### config.mk
export PLATFORM = sky130hd
export DESIGN_NAME = pic_init_control
export DESIGN_NICKNAME = d
export VERILOG_FILES = /design/src/rtl/pic_init_control.sv
export SDC_FILE = /design/constraint.sdc
export NUM_CORES = 1
export LEC_CHECK = 0
export BUFFER_PORTS_ARGS = -buffer_cell sky130_fd_sc_hd__buf_4
export CORE_UTILIZATION = 56
export DETAILED_ROUTE_END_ITERATION = 10
export PLACE_DENSITY = 0.89
export SYNTH_ARGS = -nofsm -noshare
export SYNTH_HDL_FRONTEND = slang
export SYNTH_SLANG_ARGS = --single-unit
### constraint.sdc
create_clock -name clk -period 3.8 [get_ports clk]
set_input_delay 0.38 -clock clk [delete_from_list [all_inputs] [get_ports clk]]
set_output_delay 0.38 -clock clk [all_outputs]
set_load 0.01 [all_outputs]
### src/rtl/pic_init_control.sv
// pic_init_control: write-side control of an 8259A-style interrupt controller.
// Synchronises the CPU write strobe and captures the data bus with the decoder's
// ICW/OCW flags. Runs the ICW1..ICW4 initialisation sequence and holds the
// configuration, the interrupt mask and the OCW2/OCW3 command fields.
// Ports:
//   clk, rst_n        - clock, synchronous active-low reset
//   WR, CS            - asynchronous active-low write strobe / chip select
//   D, ICW, OCW       - data bus and write classification from data_read
//   ready             - initialisation complete
//   ltim/sngl/ic4, vector_base, cascade, upm/aeoi/buf_mode/ms/sfnm - ICW fields
//   imr               - interrupt mask (OCW1)
//   ocw2_cmd/level/stb - last OCW2 fields and commit pulse
//   ris, smm, poll_stb - OCW3 read select, special mask mode, poll pulse
module pic_init_control (
    input  logic       clk,
    input  logic       rst_n,
    input  logic       WR,
    input  logic       CS,
    input  logic [7:0] D,
    input  logic [1:0] ICW,
    input  logic [2:0] OCW,
    output logic       ready,
    output logic       ltim,
    output logic       sngl,
    output logic       ic4,
    output logic [4:0] vector_base,
    output logic [7:0] cascade,
    output logic       upm,
    output logic       aeoi,
    output logic       buf_mode,
    output logic       ms,
    output logic       sfnm,
    output logic [7:0] imr,
    output logic [2:0] ocw2_cmd,
    output logic [2:0] ocw2_level,
    output logic       ocw2_stb,
    output logic       ris,
    output logic       smm,
    output logic       poll_stb
);

    typedef enum logic [2:0] {
        UNINIT    = 3'd0,
        WAIT_ICW2 = 3'd1,
        WAIT_ICW3 = 3'd2,
        WAIT_ICW4 = 3'd3,
        READY     = 3'd4
    } state_e;

    state_e     state_q, state_d;

    logic       wr_s1_q, wr_s2_q, wr_s3_q, cs_s1_q, cs_s2_q;
    logic       active_seen_q;
    logic [7:0] d_q;
    logic [1:0] icw_q;
    logic [2:0] ocw_q;

    logic       ltim_q, ltim_d, sngl_q, sngl_d, ic4_q, ic4_d;
    logic [4:0] vector_base_q, vector_base_d;
    logic [7:0] cascade_q, cascade_d;
    logic       upm_q, upm_d, aeoi_q, aeoi_d, buf_q, buf_d, ms_q, ms_d, sfnm_q, sfnm_d;
    logic [7:0] imr_q, imr_d;
    logic [2:0] ocw2_cmd_q, ocw2_cmd_d, ocw2_level_q, ocw2_level_d;
    logic       ocw2_stb_q, ocw2_stb_d, ris_q, ris_d, smm_q, smm_d, poll_stb_q, poll_stb_d;

    logic       active_c, commit_c;

    assign active_c = !wr_s2_q && !cs_s2_q;
    // Rising edge of the synchronised strobe closes a write that was actually selected.
    assign commit_c = wr_s2_q && !wr_s3_q && active_seen_q;

    // Synchronisers, write capture and all state registers.
    always_ff @(posedge clk) begin
        if (!rst_n) begin
            wr_s1_q       <= 1'b1;
            wr_s2_q       <= 1'b1;
            wr_s3_q       <= 1'b1;
            cs_s1_q       <= 1'b1;
            cs_s2_q       <= 1'b1;
            active_seen_q <= 1'b0;
            d_q           <= '0;
            icw_q         <= '0;
            ocw_q         <= '0;
            state_q       <= UNINIT;
            ltim_q        <= 1'b0;
            sngl_q        <= 1'b0;
            ic4_q         <= 1'b0;
            vector_base_q <= '0;
            cascade_q     <= '0;
            upm_q         <= 1'b0;
            aeoi_q        <= 1'b0;
            buf_q         <= 1'b0;
            ms_q          <= 1'b0;
            sfnm_q        <= 1'b0;
            imr_q         <= '0;
            ocw2_cmd_q    <= '0;
            ocw2_level_q  <= '0;
            ocw2_stb_q    <= 1'b0;
            ris_q         <= 1'b0;
            smm_q         <= 1'b0;
            poll_stb_q    <= 1'b0;
        end else begin
            wr_s1_q <= WR;
            wr_s2_q <= wr_s1_q;
            wr_s3_q <= wr_s2_q;
            cs_s1_q <= CS;
            cs_s2_q <= cs_s1_q;
            // Last sample taken while the write is active wins.
            if (active_c) begin
                d_q           <= D;
                icw_q         <= ICW;
                ocw_q         <= OCW;
                active_seen_q <= 1'b1;
            end else if (commit_c) begin
                active_seen_q <= 1'b0;
            end
            state_q       <= state_d;
            ltim_q        <= ltim_d;
            sngl_q        <= sngl_d;
            ic4_q         <= ic4_d;
            vector_base_q <= vector_base_d;
            cascade_q     <= cascade_d;
            upm_q         <= upm_d;
            aeoi_q        <= aeoi_d;
            buf_q         <= buf_d;
            ms_q          <= ms_d;
            sfnm_q        <= sfnm_d;
            imr_q         <= imr_d;
            ocw2_cmd_q    <= ocw2_cmd_d;
            ocw2_level_q  <= ocw2_level_d;
            ocw2_stb_q    <= ocw2_stb_d;
            ris_q         <= ris_d;
            smm_q         <= smm_d;
            poll_stb_q    <= poll_stb_d;
        end
    end

    // Next-state and register updates for a committed write.
    always_comb begin
        state_d       = state_q;
        ltim_d        = ltim_q;
        sngl_d        = sngl_q;
        ic4_d         = ic4_q;
        vector_base_d = vector_base_q;
        cascade_d     = cascade_q;
        upm_d         = upm_q;
        aeoi_d        = aeoi_q;
        buf_d         = buf_q;
        ms_d          = ms_q;
        sfnm_d        = sfnm_q;
        imr_d         = imr_q;
        ocw2_cmd_d    = ocw2_cmd_q;
        ocw2_level_d  = ocw2_level_q;
        ocw2_stb_d    = 1'b0;
        ris_d         = ris_q;
        smm_d         = smm_q;
        poll_stb_d    = 1'b0;

        if (commit_c) begin
            if (icw_q[0]) begin
                // ICW1 restarts initialisation from any state.
                ltim_d    = d_q[3];
                sngl_d    = d_q[1];
                ic4_d     = d_q[0];
                cascade_d = '0;
                upm_d     = 1'b0;
                aeoi_d    = 1'b0;
                buf_d     = 1'b0;
                ms_d      = 1'b0;
                sfnm_d    = 1'b0;
                imr_d     = '0;
                ris_d     = 1'b0;
                smm_d     = 1'b0;
                state_d   = WAIT_ICW2;
            end else begin
                case (state_q)
                    WAIT_ICW2: if (icw_q[1]) begin
                        vector_base_d = d_q[7:3];
                        if (!sngl_q)    state_d = WAIT_ICW3;
                        else if (ic4_q) state_d = WAIT_ICW4;
                        else            state_d = READY;
                    end
                    WAIT_ICW3: if (icw_q[1]) begin
                        cascade_d = d_q;
                        state_d   = ic4_q ? WAIT_ICW4 : READY;
                    end
                    WAIT_ICW4: if (icw_q[1]) begin
                        upm_d   = d_q[0];
                        aeoi_d  = d_q[1];
                        ms_d    = d_q[2];
                        buf_d   = d_q[3];
                        sfnm_d  = d_q[4];
                        state_d = READY;
                    end
                    READY: begin
                        if (ocw_q[0]) imr_d = d_q;
                        if (ocw_q[1]) begin
                            ocw2_cmd_d   = d_q[7:5];
                            ocw2_level_d = d_q[2:0];
                            ocw2_stb_d   = 1'b1;
                        end
                        if (ocw_q[2]) begin
                            if (d_q[1]) ris_d = d_q[0];
                            if (d_q[6]) smm_d = d_q[5];
                            if (d_q[2]) poll_stb_d = 1'b1;
                        end
                    end
                    default: ;
                endcase
            end
        end
    end

    assign ready       = (state_q == READY);
    assign ltim        = ltim_q;
    assign sngl        = sngl_q;
    assign ic4         = ic4_q;
    assign vector_base = vector_base_q;
    assign cascade     = cascade_q;
    assign upm         = upm_q;
    assign aeoi        = aeoi_q;
    assign buf_mode    = buf_q;
    assign ms          = ms_q;
    assign sfnm        = sfnm_q;
    assign imr         = imr_q;
    assign ocw2_cmd    = ocw2_cmd_q;
    assign ocw2_level  = ocw2_level_q;
    assign ocw2_stb    = ocw2_stb_q;
    assign ris         = ris_q;
    assign smm         = smm_q;
    assign poll_stb    = poll_stb_q;

endmodule

==> impl_metrics.tcl, run 1 <==
set metrics [dict create \
    outcome "complete, no violations" \
    setup_slack_ns 1.96 \
    initial_core_util 0.584 \
    hpwl_mm 3.55 \
    fin_skew_ns 0.00536 \
    cts_buffer_depth 2 \
    finish.utilization 0.725 \
    drive_gt1_frac 0.256 \
    hold_ws_ns 0.225 \
    critPathKind "flip-flop to output port" \
    die_x_um 66.8 \
    synth_common_cells "dfxtp_1 (61), nand2_1 (55), nand3_1 (27)" \
    insertion_delay_ns 0.34 \
    synth_area_mm2 0.00235 \
    io-pin-count 57 \
    wire_per_inst_um 14.0 \
    holdPathStages 2 \
    cts_resized 0 \
    drcViolationCount 0 \
    antennaDiodeCount 0 \
    post-cts-setup-buffers 0 \
    powerDensity_mw_per_mm2 415 \
    ys.warnings.count 0 \
    rows 23 \
    tns_ns 0 \
    syn_avg_cell_area_um2 9.15 \
    setup_viol 0 \
    antenna_found_initial 0 \
    critPathLaunchType "flip-flop" \
    async_flop_share 0 \
    cts_tree "done" \
    cp-end-kind "output port" \
    synth_ff_type "dfxtp_1" \
    viasPerCell 5.43 \
    numCtsBuffers 9 \
    synth.most_common_cell "dfxtp_1" \
    path_clk_slew_ns 0.06 \
    ant_nets 0 \
    syn-num-nets 274 \
    hold_buffers 0 \
    port_buffers 56 \
    grt_setup_unrepaired "false" \
    place_ws_ns 1.85 \
    grt_max_degree 27 \
    routed_wl_mm 5.07 \
    leakagePower_nw 1.19 \
    grt_pass1_vias 1813 \
    grt_pass1_wl_mm 8.38 \
    drv_cap 0 \
    fin_crit_sh 0.483 \
    clockRootBuffer "clkbuf_8" \
    slew_headroom 0.335 \
    syn2layout_area_growth_pct 24.2 \
    grt_overflow 0 \
    postSynthCellCount 257 \
    synth_top_area_share 0.519 \
    crit_path_max_fanout 7 \
    fin_crit_ns 1.84 \
    ys_types 39 \
    die_h_um 66.8 \
    hold_class "primary input to flip-flop" \
    place_congestion 0.820 \
    synthTopCellsByArea "dfxtp_1 (52%), nand2_1 (8.8%), mux2i_1 (6.0%)" \
    die_area_mm2 0.00446 \
    seq_area_frac_synth 0.519 \
    crit_arrival_ns 1.46 \
    vias 1966 \
    hold_violations 0 \
    slew_viol_final 0 \
    drtIter0Drc 133 \
    yosys.area.top_type "dfxtp_1" \
    r2r_cells 4 \
    cts_sinks 61 \
    fmax_mhz 545 \
    peakVddDrop_mv 0.297 \
    grt_util_all_layers 0.257 \
    core_area_mm2 0.00403 \
    synth-edff-count 0 \
    synth_seq_cells 61 \
    power.total_w 0.00121 \
    final_nets 326 \
    worstPathRequired_ns 3.42 \
    drtPass1Iterations 4 \
    worst_slew_pin_slew_ns 0.997 \
    htreeDepth 3 \
]
==> per-layer routing <==
layer  share of wire  up-vias  GRT usage
met1            0.45      890      0.321
li1                -      992          -
met4           0.026        0      0.144
met2            0.46       71      0.409
met5               0        -          0
met3           0.061       13     0.0548
==> where the power goes <==
part / leakage (nW) / total [W] / internal, W / switching, W
logic: 0.609 / 0.0000312 / 0.0000135 / 0.0000177
clock network: 0.0923 / 0.000535 / 0.000312 / 0.000223
registers: 0.492 / 0.000646 / 0.000643 / 0.00000261
==> critical path, cell delays in order, from the launching register on <==
cell     delay (ns)
dfxtp_1        0.44
nor3b_4        0.47
buf_4          0.21
==> state kept, by name (all words and copies together), names as in the netlist, 2 cells and up <==
signal / cells
cascade: 8
d_q: 8
icw_q: 2
imr: 8
ocw2_cmd: 3
ocw2_level: 3
ocw_q: 3
state_q: 3
vector_base: 5
==> layout by cell type (no fill, tap or decap), drive strengths merged <==
master   count
clkinv       1
nor3b        1
nand3       28
o221a        1
a41o         1
and3b        1
a2111oi      1
nor2        12
nor3         1
nand3b       3
clkbuf      12
o211ai       2
nand4bb      1
and2         1
o311a        1
and2b        2
mux2i       14
a21oi       20
nand2       55
nand2b       5
buf         56
a32o         1
inv          2
bufinv       1
nand4        1
and3         1
nor2b        1
a211oi       2
o21ai       20
nand4b       1
and4         1
or2          1
dfxtp       61
==> logic make-up after synthesis <==
group	count (synthesis)	share of synthesized area
and+or+nand+nor	116	0.257
DFF	61	0.519
AOI/OAI and AO/OA	49	0.121
buffers and inverters	17	0.0431
muxes	14	0.0596
==> stage by stage <==
stage / instances / instance area (um^2)
after floorplan: 257 / 2350
after global placement: 348 / 2740
after detailed placement: 348 / 2740
after CTS: 362 / 2920
after global routing: 362 / 2920
final: 362 / 2920
==> final timing paths <==
kind | from | endpoint | slack [ns]
min reg2reg | cs_s1_q | cs_s2_q | 0.41
max reg2reg | wr_s3_q | smm | 2.07
max | state_q[2] | ready | 1.96
min | WR | wr_s1_q | 0.22
==> final cells by class <==
cell class	count	area (um^2)
clock buffer	12	145
clock inverter	2	35.0
fill	323	1110
inverter	2	7.51
multi-input combinational	179	1030
sequential	61	1220
tap	50	62.6
timing repair buffer	56	420
(Power assumes the default switching activity.)
==> run 2, diff against run 1 <==
--- a/config.mk
+++ b/config.mk
@@ -6,9 +6,9 @@
 export NUM_CORES = 1
 export LEC_CHECK = 0
 export BUFFER_PORTS_ARGS = -buffer_cell sky130_fd_sc_hd__buf_4
-export CORE_UTILIZATION = 56
+export CORE_UTILIZATION = 47
 export DETAILED_ROUTE_END_ITERATION = 10
-export PLACE_DENSITY = 0.89
+export PLACE_DENSITY = 0.8
 export SYNTH_ARGS = -nofsm -noshare
 export SYNTH_HDL_FRONTEND = slang
 export SYNTH_SLANG_ARGS = --single-unit
==> constraint.sdc (replaced) <==
create_clock -name clk -period 1.5 [get_ports clk]
set_input_delay 0.15 -clock clk [delete_from_list [all_inputs] [get_ports clk]]
set_output_delay 0.15 -clock clk [all_outputs]
set_load 0.01 [all_outputs]
==> impl_metrics.tcl, run 2 (synthesized netlist as in run 1, its figures left out) <==
set metrics [dict create \
    outcome "complete, no violations" \
    setup_viol 0 \
    antenna_found_initial 0 \
    drtIter0Drc 155 \
    ant_nets 0 \
    hold_violations 0 \
    critPathLaunchType "flip-flop" \
    leakagePower_nw 1.27 \
    core_area_mm2 0.00475 \
    fin_crit_sh 0.948 \
    crit_arrival_ns 1.68 \
    met1_length_mm 2.49 \
    place_congestion 0.786 \
    drive_gt1_frac 0.293 \
    drcViolationCount 0 \
    clockRootBuffer "clkbuf_8" \
    wl_met3_um 418 \
    grt_setup_unrepaired "true" \
    grt_util_all_layers 0.218 \
    fin_skew_ns 0.00777 \
    regToRegSetupSlack_ns 0.08 \
    crit_path_max_fanout 8 \
    slew_headroom 0.635 \
    routed.top_layer "met4" \
    numCtsBuffers 9 \
    initial_core_util 0.495 \
    routed_wl_mm 5.54 \
    fin_crit_ns 1.42 \
    syn2layout_area_growth_pct 31.2 \
    cts_tree "done" \
    hpwl_mm 3.82 \
    worst_slew_pin_slew_ns 0.547 \
    grt_max_degree 25 \
    met2WireLength_mm 2.57 \
    htreeDepth 3 \
    grt_pass1_vias 1849 \
    grt_overflow 0 \
    vias 2042 \
    instances_no_fill 398 \
    final_cell_mix "buf_4 (70), dfxtp_1 (61), nand2_1 (55), nand3_1 (27), a21oi_1 (19)" \
    final_nets 343 \
    antennaDiodeCount 0 \
    cp-end-kind "flip-flop" \
    powerDensity_mw_per_mm2 972 \
    cts_buffer_depth 2 \
    slew_viol_final 0 \
    power.total_w 0.00300 \
    die_area_mm2 0.00529 \
    final_common_cell "buf_4" \
    drtPass1Iterations 4 \
    peakVddDrop_mv 0.634 \
    viasPerCell 5.13 \
    port_buffers 56 \
    rows 25 \
    drv_cap 0 \
    fmax_mhz 703 \
    cts_sinks 61 \
    grt_pass1_wl_mm 8.67 \
    hold_class "primary input to flip-flop" \
    insertion_delay_ns 0.33 \
    critPathKind "flip-flop to flip-flop" \
    wire_per_inst_um 13.9 \
    hold_ws_ns 0.0662 \
    worstPathRequired_ns 1.75 \
    dp_cells 378 \
    die_x_um 72.7 \
    die_h_um 72.7 \
    path_clk_slew_ns 0.07 \
    io-pin-count 57 \
    tns_ns 0 \
]
## run 2: final timing paths
kind	start	to	cells past startpoint
max	state_q[2]	cascade[7]	4
min reg2reg	cs_s1_q	cs_s2_q	1
max reg2reg	state_q[2]	cascade[7]	4
min	OCW[0]	ocw_q[0]	3
## run 2: routing by layer
layer  GRT usage  up-vias
met2       0.348       76
met5           0        -
li1            -     1022
met1       0.278      934
met3      0.0704       10
met4      0.0763        0
## run 2: timing repair
action | CTS | global route
resized for setup | 1 | 3
hold buffers | 2 | 0
hold endpoints to repair | 2 | 0
pin swaps | 0 | 1
cloned | 0 | 1
buffers inserted | 1 | 0
setup endpoints to repair | 25 | 11
## run 2: worst max-delay path, stage by stage, from the launching register on
cell	delay, ns
dfxtp_1	0.37
and2b_1	0.29
nand3_1	0.16
nor2_4	0.29
mux2i_1	0.24
## run 2: cell type report
| type | count | area (um^2) |
|---|---|---|
| clock inverters | 3 | 21.3 |
| multi-input cells | 180 | 1060 |
| clock buffers | 13 | 149 |
| repair buffers | 72 | 546 |
| well taps | 67 | 83.8 |
| inverters | 2 | 7.51 |
| fillers | 431 | 1670 |
| flip-flops and latches | 61 | 1220 |
## run 2: per-stage QoR
stage               instance area [um^2]  utilization  setup WS (ns)
finish                              3090        0.649         0.0777
global route                        3090        0.649       -0.00686
CTS                                 3070        0.645         0.0708
detailed placement                  2860        0.602         -0.167
global placement                    2860        0.602         -0.111
floorplan                           2350            -          0.141
## run 2: where the power goes
group          switching (W)  internal [W]
sequential        0.00000538       0.00163
clock               0.000620      0.000646
combinational      0.0000544     0.0000457
total               0.000680       0.00232
==> run 3, diff against run 2 <==
--- a/config.mk
+++ b/config.mk
@@ -6,9 +6,10 @@
 export NUM_CORES = 1
 export LEC_CHECK = 0
 export BUFFER_PORTS_ARGS = -buffer_cell sky130_fd_sc_hd__buf_4
-export CORE_UTILIZATION = 47
+export CORE_UTILIZATION = 56
 export DETAILED_ROUTE_END_ITERATION = 10
-export PLACE_DENSITY = 0.8
+export PLACE_DENSITY = 0.89
+export SLEW_MARGIN = 15
 export SYNTH_ARGS = -nofsm -noshare
 export SYNTH_HDL_FRONTEND = slang
 export SYNTH_SLANG_ARGS = --single-unit
==> constraint.sdc (replaced) <==
create_clock -name clk -period 1.7 [get_ports clk]
set_input_delay 0.17 -clock clk [delete_from_list [all_inputs] [get_ports clk]]
set_output_delay 0.17 -clock clk [all_outputs]
set_load 0.01 [all_outputs]
==> impl_metrics.tcl, run 3 (synthesized netlist as in run 1, its figures left out) <==
set metrics [dict create \
    dp_cells 352 \
    post-cts-setup-buffers 0 \
    critPathLaunchType "flip-flop" \
    port_buffers 56 \
    peakVddDrop_mv 0.581 \
    tns_ns 0 \
    slew_headroom 0.658 \
    fin_skew_ns 0.0116 \
    setup_viol 0 \
    rows 23 \
    grt_setup_unrepaired "false" \
    slew_viol_final 0 \
    viasPerCell 5.43 \
    fin_crit_ns 1.55 \
    die_h_um 66.8 \
    path_clk_slew_ns 0.06 \
    core_area_mm2 0.00403 \
    drcViolationCount 0 \
    grt_pass1_wl_mm 8.46 \
    outcome "complete, no violations" \
    worstPathRequired_ns 1.53 \
    initial_core_util 0.584 \
    hold_ws_ns 0.0174 \
    wire_per_inst_um 14.2 \
    numCtsBuffers 9 \
    fin_crit_sh 0.914 \
    critPathKind "flip-flop to output port" \
    die_x_um 66.8 \
    place_ws_ns 0.209 \
    routed_wl_mm 5.21 \
    hold_buffers 0 \
    ant_nets 0 \
    drtPass1Iterations 4 \
    cts_buffer_depth 2 \
    drtIter0Drc 109 \
    cts_sinks 61 \
    clockRootBuffer "clkbuf_8" \
    cts_resized 0 \
    grt_overflow 0 \
    hpwl_mm 3.56 \
    grt_max_degree 25 \
    die_area_mm2 0.00446 \
    drive_gt1_frac 0.266 \
    final_common_cell "dfxtp_1" \
    grt_util_all_layers 0.260 \
    worst_slew_pin_slew_ns 0.512 \
    io-pin-count 57 \
    drv_cap 0 \
    fmax_mhz 644 \
    instances_no_fill 366 \
    hold_class "primary input to flip-flop" \
    hold_violations 0 \
    cts_tree "done" \
    crit_arrival_ns 1.38 \
    htreeDepth 3 \
    final_cell_mix "dfxtp_1 (61), buf_4 (60), nand2_1 (55), nand3_1 (27), a21oi_1 (19)" \
    insertion_delay_ns 0.34 \
    vias 1988 \
    crit_path_max_fanout 10 \
    antenna_found_initial 0 \
    final_nets 330 \
    cp-end-kind "output port" \
    place_congestion 0.759 \
    powerDensity_mw_per_mm2 926 \
    syn2layout_area_growth_pct 25.5 \
    setup_slack_ns 0.146 \
    antennaDiodeCount 0 \
    grt_pass1_vias 1903 \
    leakagePower_nw 1.21 \
]
## run 3: cell count changes in the layout (fill, tap and decap cells not counted), sizes merged
cell	delta
a21oi	-1
buf	-10
bufinv	+1
clkbuf	-1
clkinv	-1
clkinvlp	-1
dlygate4sd3	-2
## run 3: routing by layer
metal	vias up	GRT usage	part of all wire
li1	992	-	-
met1	915	0.310	0.42
met2	67	0.414	0.50
met3	14	0.0685	0.059
met4	0	0.154	0.022
met5	-	0	0
## run 3: path summary, 6_finish.rpt
check,start,endpoint,slack (ns),cells after the start
worst max-delay path,state_q[0],ready,0.15,2
worst min-delay path,WR,wr_s1_q,0.02,2
worst max register to register,wr_s3_q,cascade[2],0.17,4
worst min register to register,wr_s1_q,wr_s2_q,0.41,1
## run 3: worst max-delay path: stages (launching register included)
cell	delay (ns)
dfxtp_1	0.44
nor3b_4	0.41
buf_4	0.19
## run 3: power by group
group / internal, W / leakage (nW) / switching, W / total (W)
sequential: 0.00144 / 0.492 / 0.00000591 / 0.00144
clock: 0.000699 / 0.0923 / 0.000516 / 0.00121
combinational: 0.0000335 / 0.630 / 0.0000407 / 0.0000743
total: 0.00217 / 1.21 / 0.000563 / 0.00273
## run 3: per-stage QoR
step	cell area [um^2]	total power [W]	utilization
after floorplan	2350	0.00151	-
after global placement	2770	0.00155	0.688
after detailed placement	2770	0.00155	0.688
after CTS	2950	0.00274	0.733
after global routing	2950	0.00280	0.733
final	2950	0.00273	0.733
## run 3: cell type report
class	count	area, um^2
Inverter	2	7.51
Clock inverter	2	35.0
Multi-Input combinational cell	179	1030
Fill cell	319	1080
Clock buffer	12	145
Timing Repair Buffer	60	450
Sequential cell	61	1220
Tap cell	50	62.6
